### src/rtl/mips_pkg.sv
// Shared encodings for the EX stage: R-type funct codes, ALU operation classes
// and the state type of the iterative multiply unit.
package mips_pkg;

    localparam logic [5:0] FUNCT_ADD   = 6'h20;
    localparam logic [5:0] FUNCT_SUB   = 6'h22;
    localparam logic [5:0] FUNCT_AND   = 6'h24;
    localparam logic [5:0] FUNCT_OR    = 6'h25;
    localparam logic [5:0] FUNCT_NOR   = 6'h27;
    localparam logic [5:0] FUNCT_SLT   = 6'h2A;
    localparam logic [5:0] FUNCT_MULT  = 6'h18;
    localparam logic [5:0] FUNCT_MULTU = 6'h19;
    localparam logic [5:0] FUNCT_MFHI  = 6'h10;
    localparam logic [5:0] FUNCT_MFLO  = 6'h12;

    localparam logic [1:0] ALU_OP_ADD   = 2'b00;
    localparam logic [1:0] ALU_OP_SUB   = 2'b01;
    localparam logic [1:0] ALU_OP_FUNCT = 2'b10;

    typedef enum logic [1:0] {
        LIBRE   = 2'd0,
        OCUPADO = 2'd1,
        FIN     = 2'd2
    } mdu_estado_t;

    function automatic logic es_multiplicacion(input logic [5:0] funct);
        return (funct == FUNCT_MULT) || (funct == FUNCT_MULTU);
    endfunction

    function automatic logic es_mover_hilo(input logic [5:0] funct);
        return (funct == FUNCT_MFHI) || (funct == FUNCT_MFLO);
    endfunction

endpackage

### src/rtl/mdu_iterativo.sv
// Iterative radix-2 shift-add multiplier holding HI/LO. Signed products are
// formed from operand magnitudes and negated once at the end.
module mdu_iterativo
    import mips_pkg::*;
#(
    parameter int ANCHO = 32
) (
    input  logic             clk,
    input  logic             rst_n,
    input  logic             inicio,
    input  logic             firmado,
    input  logic [ANCHO-1:0] op_a,
    input  logic [ANCHO-1:0] op_b,
    output mdu_estado_t      estado,
    output logic [ANCHO-1:0] hi,
    output logic [ANCHO-1:0] lo
);

    localparam int CNT_W = $clog2(ANCHO) + 1;

    mdu_estado_t        estado_q, estado_d;
    logic [CNT_W-1:0]   cuenta_q, cuenta_d;
    logic [ANCHO-1:0]   mcand_q, mcand_d;
    logic [2*ANCHO-1:0] prod_q, prod_d;
    logic               negar_q, negar_d;
    logic [ANCHO-1:0]   hi_q, hi_d;
    logic [ANCHO-1:0]   lo_q, lo_d;

    logic [ANCHO-1:0]   mag_a;
    logic [ANCHO-1:0]   mag_b;
    logic [ANCHO:0]     suma;
    logic [2*ANCHO-1:0] prod_final;

    always_comb begin
        mag_a = (firmado && op_a[ANCHO-1]) ? (~op_a + 1'b1) : op_a;
        mag_b = (firmado && op_b[ANCHO-1]) ? (~op_b + 1'b1) : op_b;
        suma  = {1'b0, prod_q[2*ANCHO-1:ANCHO]} +
                (prod_q[0] ? {1'b0, mcand_q} : {(ANCHO+1){1'b0}});
        prod_final = negar_q ? (~prod_q + 1'b1) : prod_q;
    end

    // LO half of prod_q starts as the multiplier and is shifted out one bit per step
    always_comb begin
        estado_d = estado_q;
        cuenta_d = cuenta_q;
        mcand_d  = mcand_q;
        prod_d   = prod_q;
        negar_d  = negar_q;
        hi_d     = hi_q;
        lo_d     = lo_q;
        case (estado_q)
            LIBRE: begin
                if (inicio) begin
                    mcand_d  = mag_a;
                    prod_d   = {{ANCHO{1'b0}}, mag_b};
                    negar_d  = firmado && (op_a[ANCHO-1] ^ op_b[ANCHO-1]);
                    cuenta_d = '0;
                    estado_d = OCUPADO;
                end
            end
            OCUPADO: begin
                prod_d   = {suma, prod_q[ANCHO-1:1]};
                cuenta_d = cuenta_q + CNT_W'(1);
                if (cuenta_q == CNT_W'(ANCHO - 1)) begin
                    estado_d = FIN;
                end
            end
            FIN: begin
                {hi_d, lo_d} = prod_final;
                estado_d     = LIBRE;
            end
            default: estado_d = LIBRE;
        endcase
    end

    always_ff @(posedge clk or negedge rst_n) begin
        if (!rst_n) begin
            estado_q <= LIBRE;
            cuenta_q <= '0;
            mcand_q  <= '0;
            prod_q   <= '0;
            negar_q  <= 1'b0;
            hi_q     <= '0;
            lo_q     <= '0;
        end else begin
            estado_q <= estado_d;
            cuenta_q <= cuenta_d;
            mcand_q  <= mcand_d;
            prod_q   <= prod_d;
            negar_q  <= negar_d;
            hi_q     <= hi_d;
            lo_q     <= lo_d;
        end
    end

    assign estado = estado_q;
    assign hi     = hi_q;
    assign lo     = lo_q;

endmodule

### src/rtl/exe_multiciclo.sv
// Execute stage: operand bypass, ALU, branch resolution, iterative multiplier
// and the EX/MEM pipeline register.
module exe_multiciclo
    import mips_pkg::*;
#(
    parameter int ANCHO      = 32,
    parameter int REG_BITS   = 5,
    parameter int FORWARDING = 1
) (
    input  logic                clk,
    input  logic                rst_n,
    input  logic [ANCHO-1:0]    pc_plus4_EX,
    input  logic [ANCHO-1:0]    dr1_EX,
    input  logic [ANCHO-1:0]    dr2_EX,
    input  logic [ANCHO-1:0]    inmediato_ext_EX,
    input  logic [REG_BITS-1:0] rs_EX,
    input  logic [REG_BITS-1:0] rt_EX,
    input  logic [REG_BITS-1:0] rd_EX,
    input  logic [5:0]          funct_EX,
    input  logic                reg_escribir_EX,
    input  logic                mem_a_reg_EX,
    input  logic                mem_escribir_EX,
    input  logic                mem_leer_EX,
    input  logic                branch_EX,
    input  logic                alu_fuente_EX,
    input  logic [1:0]          alu_operacion_EX,
    input  logic                valido_EX,
    input  logic [ANCHO-1:0]    dato_MEM,
    input  logic [ANCHO-1:0]    dato_WB,
    input  logic [REG_BITS-1:0] rd_MEM,
    input  logic [REG_BITS-1:0] rd_WB,
    input  logic                reg_escribir_MEM,
    input  logic                reg_escribir_WB,
    input  logic                stall_mem,
    input  logic                flush,
    output logic                stall_ex,
    output logic [ANCHO-1:0]    resultado_alu_MEM,
    output logic [ANCHO-1:0]    dr2_MEM,
    output logic [ANCHO-1:0]    branch_target_MEM,
    output logic [REG_BITS-1:0] registro_destino_MEM,
    output logic                branch_habilitado_MEM,
    output logic                reg_escribir_MEM_ctrl,
    output logic                mem_a_reg_MEM_ctrl,
    output logic                mem_escribir_MEM_ctrl,
    output logic                mem_leer_MEM_ctrl
);

    logic [ANCHO-1:0]    op_a;
    logic [ANCHO-1:0]    op_b;
    logic [ANCHO-1:0]    alu_b;
    logic [ANCHO-1:0]    resultado;
    logic [ANCHO-1:0]    diferencia;
    logic [ANCHO-1:0]    branch_target;
    logic [REG_BITS-1:0] destino;
    logic                es_mult_ex;
    logic                es_mfhilo_ex;
    logic                mdu_inicio;
    mdu_estado_t         mdu_estado;
    logic [ANCHO-1:0]    mdu_hi;
    logic [ANCHO-1:0]    mdu_lo;

    logic [ANCHO-1:0]    res_q, res_d;
    logic [ANCHO-1:0]    dr2_q, dr2_d;
    logic [ANCHO-1:0]    bt_q, bt_d;
    logic [REG_BITS-1:0] dest_q, dest_d;
    logic                br_q, br_d;
    logic                rw_q, rw_d;
    logic                m2r_q, m2r_d;
    logic                mw_q, mw_d;
    logic                mr_q, mr_d;

    // MEM is the younger producer, so it wins over WB; register 0 is never forwarded
    always_comb begin
        op_a = dr1_EX;
        op_b = dr2_EX;
        if (FORWARDING != 0) begin
            if (reg_escribir_MEM && (rd_MEM != '0) && (rd_MEM == rs_EX)) begin
                op_a = dato_MEM;
            end else if (reg_escribir_WB && (rd_WB != '0) && (rd_WB == rs_EX)) begin
                op_a = dato_WB;
            end
            if (reg_escribir_MEM && (rd_MEM != '0) && (rd_MEM == rt_EX)) begin
                op_b = dato_MEM;
            end else if (reg_escribir_WB && (rd_WB != '0) && (rd_WB == rt_EX)) begin
                op_b = dato_WB;
            end
        end
    end

    always_comb begin
        alu_b     = alu_fuente_EX ? inmediato_ext_EX : op_b;
        resultado = '0;
        case (alu_operacion_EX)
            ALU_OP_ADD: resultado = op_a + alu_b;
            ALU_OP_SUB: resultado = op_a - alu_b;
            ALU_OP_FUNCT: begin
                case (funct_EX)
                    FUNCT_ADD: resultado = op_a + alu_b;
                    FUNCT_SUB: resultado = op_a - alu_b;
                    FUNCT_AND: resultado = op_a & alu_b;
                    FUNCT_OR:  resultado = op_a | alu_b;
                    FUNCT_NOR: resultado = ~(op_a | alu_b);
                    FUNCT_SLT: resultado = {{(ANCHO-1){1'b0}}, ($signed(op_a) < $signed(alu_b))};
                    FUNCT_MFHI: resultado = mdu_hi;
                    FUNCT_MFLO: resultado = mdu_lo;
                    default:   resultado = '0;
                endcase
            end
            default: resultado = '0;
        endcase
    end

    always_comb begin
        diferencia    = op_a - alu_b;
        branch_target = pc_plus4_EX + {inmediato_ext_EX[ANCHO-3:0], 2'b00};
        es_mult_ex    = (alu_operacion_EX == ALU_OP_FUNCT) && es_multiplicacion(funct_EX);
        es_mfhilo_ex  = valido_EX && (alu_operacion_EX == ALU_OP_FUNCT) && es_mover_hilo(funct_EX);
        destino       = (alu_operacion_EX == ALU_OP_FUNCT) ? rd_EX : rt_EX;
        if (es_mult_ex) begin
            destino = '0;
        end
        // A held (stall_mem) or squashed issue must not start, or the mult would run twice
        mdu_inicio = valido_EX && es_mult_ex && (mdu_estado == LIBRE) && !flush && !stall_mem;
        stall_ex   = (mdu_estado == OCUPADO) || (mdu_estado == FIN) ||
                     (es_mfhilo_ex && (mdu_estado != LIBRE));
    end

    mdu_iterativo #(
        .ANCHO (ANCHO)
    ) u_mdu (
        .clk     (clk),
        .rst_n   (rst_n),
        .inicio  (mdu_inicio),
        .firmado (funct_EX == FUNCT_MULT),
        .op_a    (op_a),
        .op_b    (op_b),
        .estado  (mdu_estado),
        .hi      (mdu_hi),
        .lo      (mdu_lo)
    );

    // Mult writes no GPR, so its slot leaves EX as a bubble
    always_comb begin
        res_d  = res_q;
        dr2_d  = dr2_q;
        bt_d   = bt_q;
        dest_d = dest_q;
        br_d   = br_q;
        rw_d   = rw_q;
        m2r_d  = m2r_q;
        mw_d   = mw_q;
        mr_d   = mr_q;
        if (!stall_mem) begin
            if (flush) begin
                br_d  = 1'b0;
                rw_d  = 1'b0;
                m2r_d = 1'b0;
                mw_d  = 1'b0;
                mr_d  = 1'b0;
            end else if (!stall_ex) begin
                res_d  = resultado;
                dr2_d  = op_b;
                bt_d   = branch_target;
                dest_d = destino;
                br_d   = !es_mult_ex && branch_EX && (diferencia == '0);
                rw_d   = !es_mult_ex && reg_escribir_EX;
                m2r_d  = !es_mult_ex && mem_a_reg_EX;
                mw_d   = !es_mult_ex && mem_escribir_EX;
                mr_d   = !es_mult_ex && mem_leer_EX;
            end
        end
    end

    always_ff @(posedge clk or negedge rst_n) begin
        if (!rst_n) begin
            res_q  <= '0;
            dr2_q  <= '0;
            bt_q   <= '0;
            dest_q <= '0;
            br_q   <= 1'b0;
            rw_q   <= 1'b0;
            m2r_q  <= 1'b0;
            mw_q   <= 1'b0;
            mr_q   <= 1'b0;
        end else begin
            res_q  <= res_d;
            dr2_q  <= dr2_d;
            bt_q   <= bt_d;
            dest_q <= dest_d;
            br_q   <= br_d;
            rw_q   <= rw_d;
            m2r_q  <= m2r_d;
            mw_q   <= mw_d;
            mr_q   <= mr_d;
        end
    end

    assign resultado_alu_MEM     = res_q;
    assign dr2_MEM               = dr2_q;
    assign branch_target_MEM     = bt_q;
    assign registro_destino_MEM  = dest_q;
    assign branch_habilitado_MEM = br_q;
    assign reg_escribir_MEM_ctrl = rw_q;
    assign mem_a_reg_MEM_ctrl    = m2r_q;
    assign mem_escribir_MEM_ctrl = mw_q;
    assign mem_leer_MEM_ctrl     = mr_q;

endmodule

### config.mk
export PLATFORM = sky130hd
export DESIGN_NAME = exe_multiciclo
export DESIGN_NICKNAME = d
export VERILOG_FILES = /design/src/rtl/mips_pkg.sv /design/src/rtl/mdu_iterativo.sv /design/src/rtl/exe_multiciclo.sv
export SDC_FILE = /design/constraint.sdc
export NUM_CORES = 1
export LEC_CHECK = 0
export BUFFER_PORTS_ARGS = -buffer_cell sky130_fd_sc_hd__buf_2
export CORE_MARGIN = 4
export CORE_UTILIZATION = 55
export DETAILED_ROUTE_END_ITERATION = 8
export MAX_ROUTING_LAYER = met4
export PLACE_DENSITY = 0.77
export SYNTH_ARGS = -nofsm -noshare
export SYNTH_HDL_FRONTEND = slang
export SYNTH_HIERARCHICAL = 1
export SYNTH_SLANG_ARGS = --single-unit
### constraint.sdc
create_clock -name clk -period 8.14 [get_ports clk]
set_input_delay 0 -clock clk [delete_from_list [all_inputs] [get_ports clk]]
set_output_delay 0 -clock clk [all_outputs]
set_load 0.05 [all_outputs]
==> metrics.txt <==
via count 26412; fin worst setup slack 2290 ps; crit path kind in -> reg; syn nets 3458; Reg clk slew, reported paths ~70 ps; f_max 171 MHz; fin. max-slew vios 0; reg2reg start u_mdu/estado[0]; Hold Violations, Final 3; Final Hold Slack -1.04 ps; setup tns final 0 ps; RSZ-0062 raised after global routing false; # resized after CTS 0; Clock Path Buffers 3; Post-synth top flop dfrtp_1; dpl hpwl slightly above 80 mm; Die Ht 219 um; nets roughly 3700; I/O pin total between 300 and 400; Syn Area/Cell 8.03 um2; Max transition margin 5.10%; Tcrit/Tclk final 71.9%; Netlist cell types 95; largest net degree at the start of global routing 159; Synth Instances slightly above 3000; port bufs 344; htree depth 2; Synth Register Bits 275; share of post-route cells with drive strength above 1 15.4%; Worst setup startpoint rd_WB[3]; Arrival @ worst endpoint ~6400 ps; DRC viols 0; violated checks negative hold slack; CTS tree built; Seq pwr share 31.5%; Max Cap Viol 0; RD Place Congestion 1.08; Worst Setup End Kind register; clock root cell clkbuf_16; overall die area between 0.04 and 0.05 mm2; Setup-failing EPs final 0; share of synthesized registers carrying an async set or reset 100%; CTS Buf Count 34; pre-CTS WS 1910 ps; Max VDD drop about 170 uV; CP required approximately 8700 ps; length in cells of the worst reg-to-reg path 11; Pwr Density 174 mW/mm2; area leader, netlist dfrtp_1; largest cells by area after synthesis dfrtp_1, ha_1, nand2_1; Syn Std Cell Area 0.0245 mm2; Row Count 77; DR iter-0 viols 4028; TritonRoute pass-1 iters 8; Yosys top cell area share around 28%; core area 0.0441 mm2; Routed WL per cell around 27 um; first-pass GRT wire length 154 mm; Post-synth EDFFs 0; fill count 3776; detail-routed via count per cell 6.66; Worst Max-Slew Pin Slew 1410 ps; ANT nets after route 0; vias in the first global route ~25000; Combinational Power Share 35.9%; r2r setup slk ~3800 ps; Internal Pwr Total just under 0.003 W; most common cell in the netlist nand2_1; total gr overflow 0; NetSw ~0.002 W; antenna violations before repair 12; most common library cells after synthesis nand2_1, o21ai_0, dfrtp_1; Area growth, synth to finish 15.4%; final wirelength 106 mm; Die Wd 219 um; Synth Warn # 6; Sw Ratio 40.5%; Final Critical Period about 5800 ps; clock share of power about a third; worst min path class in -> async; total power 0.00491 W; worst-path fanout max 32; initial core utilization 55.5%; Critical R2R Capture branch_habilitado_MEM; outcome finished with violations; CTS Sinks 275; Setup crit start kind primary input; P_leak 12.6 nW; clock latency on the worst-skew pair 570 ps; sequential cell area fraction in the yosys report 28.1%; Setup crit end branch_habilitado_MEM; Fin Clk Skew 28.6 ps; GRT Total Usage 43.3%
==> timing repair <==
item	in CTS	in global routing
buffers inserted	0	0
hold buffers	49	0
endpoints found under the hold margin	100	0
==> cells by family (layout without fill, tap and decap cells) <==
kind of cell / Yosys count / after routing / synth area share (%)
AND/OR/NAND/NOR: 954 / 954 / 18.3
AO/OA/AOI/OAI: 950 / 950 / 25.3
adder cells (fa/ha/maj): 167 / 167 / 8.65
flip-flops: 275 / 275 / 28.1
other: 0 / 12 / 0
multiplexers: 141 / 141 / 5.84
XOR/XNOR: 243 / 243 / 8.69
buffers and inverters: 323 / 629 / 5.13
==> how the worst min path moves through the flow <==
stage | start | end | slack [ps] | cells after the start
floorplan | rst_n | branch_habilitado_MEM | -300 | 0
global placement | rst_n | resultado_alu_MEM[14] | -5 | 1
detailed placement | rst_n | resultado_alu_MEM[12] | 4 | 1
CTS | pc_plus4_EX[26] | branch_target_MEM[26] | 0.2 | 4
global route | pc_plus4_EX[26] | branch_target_MEM[26] | 20 | 4
finish | rst_n | u_mdu/mcand_q[30] | -1 | 2
==> per-layer routing <==
layer | share of wire, % | vias to the layer above | GRT usage (%)
li1 | - | 11578 | -
met1 | 39 | 12608 | 56.5
met2 | 44 | 1840 | 64.2
met3 | 11 | 386 | 9.60
met4 | 5.9 | 0 | 20.5
met5 | 0 | - | -
==> cell usage in the layout, fill, tap and decap left out, types with 49 or more instances in the layout <==
cell type and n:
dlygate4sd3_1 49, a21oi_1 155, xnor2_1 119, a22oi_1 71
o21ai_0 310, nand3_1 52, inv_1 139, xor2_1 124
nor2_1 143, nand2_1 461, ha_1 163, mux2i_1 126
dfrtp_1 274, buf_2 342
==> state kept, by name (all words and copies together), names as in the netlist, 2 cells and up <==
register and flops:
u_mdu/cuenta_q 6, u_mdu/estado 2, u_mdu/lo 32, u_mdu/prod_q 64, resultado_alu_MEM 32, u_mdu/hi 32
branch_target_MEM 32, u_mdu/mcand_q 32, dr2_MEM 32, registro_destino_MEM 5
==> worst max-delay path, stage by stage <==
cell and delay [ps]:
buf_2 120, or4_1 500, o21ai_0 290, nor4_2 110, buf_4 330, mux2i_1 190
o21ai_0 870, mux2i_1 370, ha_1 640, nor2b_1 140, or4_2 570, o21ai_1 330
o21bai_1 170, a21oi_1 340, o311ai_1 160, xnor2_1 220, nor4_2 310, nand4_1 200
nor4_1 290, a22o_1 170
==> power groups by stage <==
stage	registers (W)	clock network, W	logic [W]
6_report	0.00155	0.00160	0.00176
5_1_grt	0.00156	0.00166	0.00185
4_1_cts	0.00154	0.00160	0.00172
3_5_place_dp	0.00157	0	0.00168
3_3_place_gp	0.00156	0	0.00168
2_1_floorplan	0.00186	0	0.000811
==> cell type report <==
type / instances / area (um2) / share of cell area (%)
Antenna cell: 12 / 30.0 / 0.106
Clock inverter: 16 / 186 / 0.659
Tap cell: 592 / 741 / 2.62
Timing Repair Buffer: 428 / 2500 / 8.84
Multi-Input combinational cell: 2455 / 16400 / 58.1
Sequential cell: 275 / 6880 / 24.3
Inverter: 140 / 526 / 1.86
Clock buffer: 45 / 972 / 3.44
==> metrics by stage <==
stage          std cells  cell area (um2)  hold WS (ps)  utilization, %
6_report            3963            28300         -1.04            64.1
5_1_grt             3962            28300          15.6            64.1
4_1_cts             3951            28200         0.162            64.0
3_5_place_dp        3841            26600          4.49            60.3
3_3_place_gp        3841            26600         -5.00            60.3
2_1_floorplan       3053            24500          -296               -
Power figures use the tool's default switching activity.
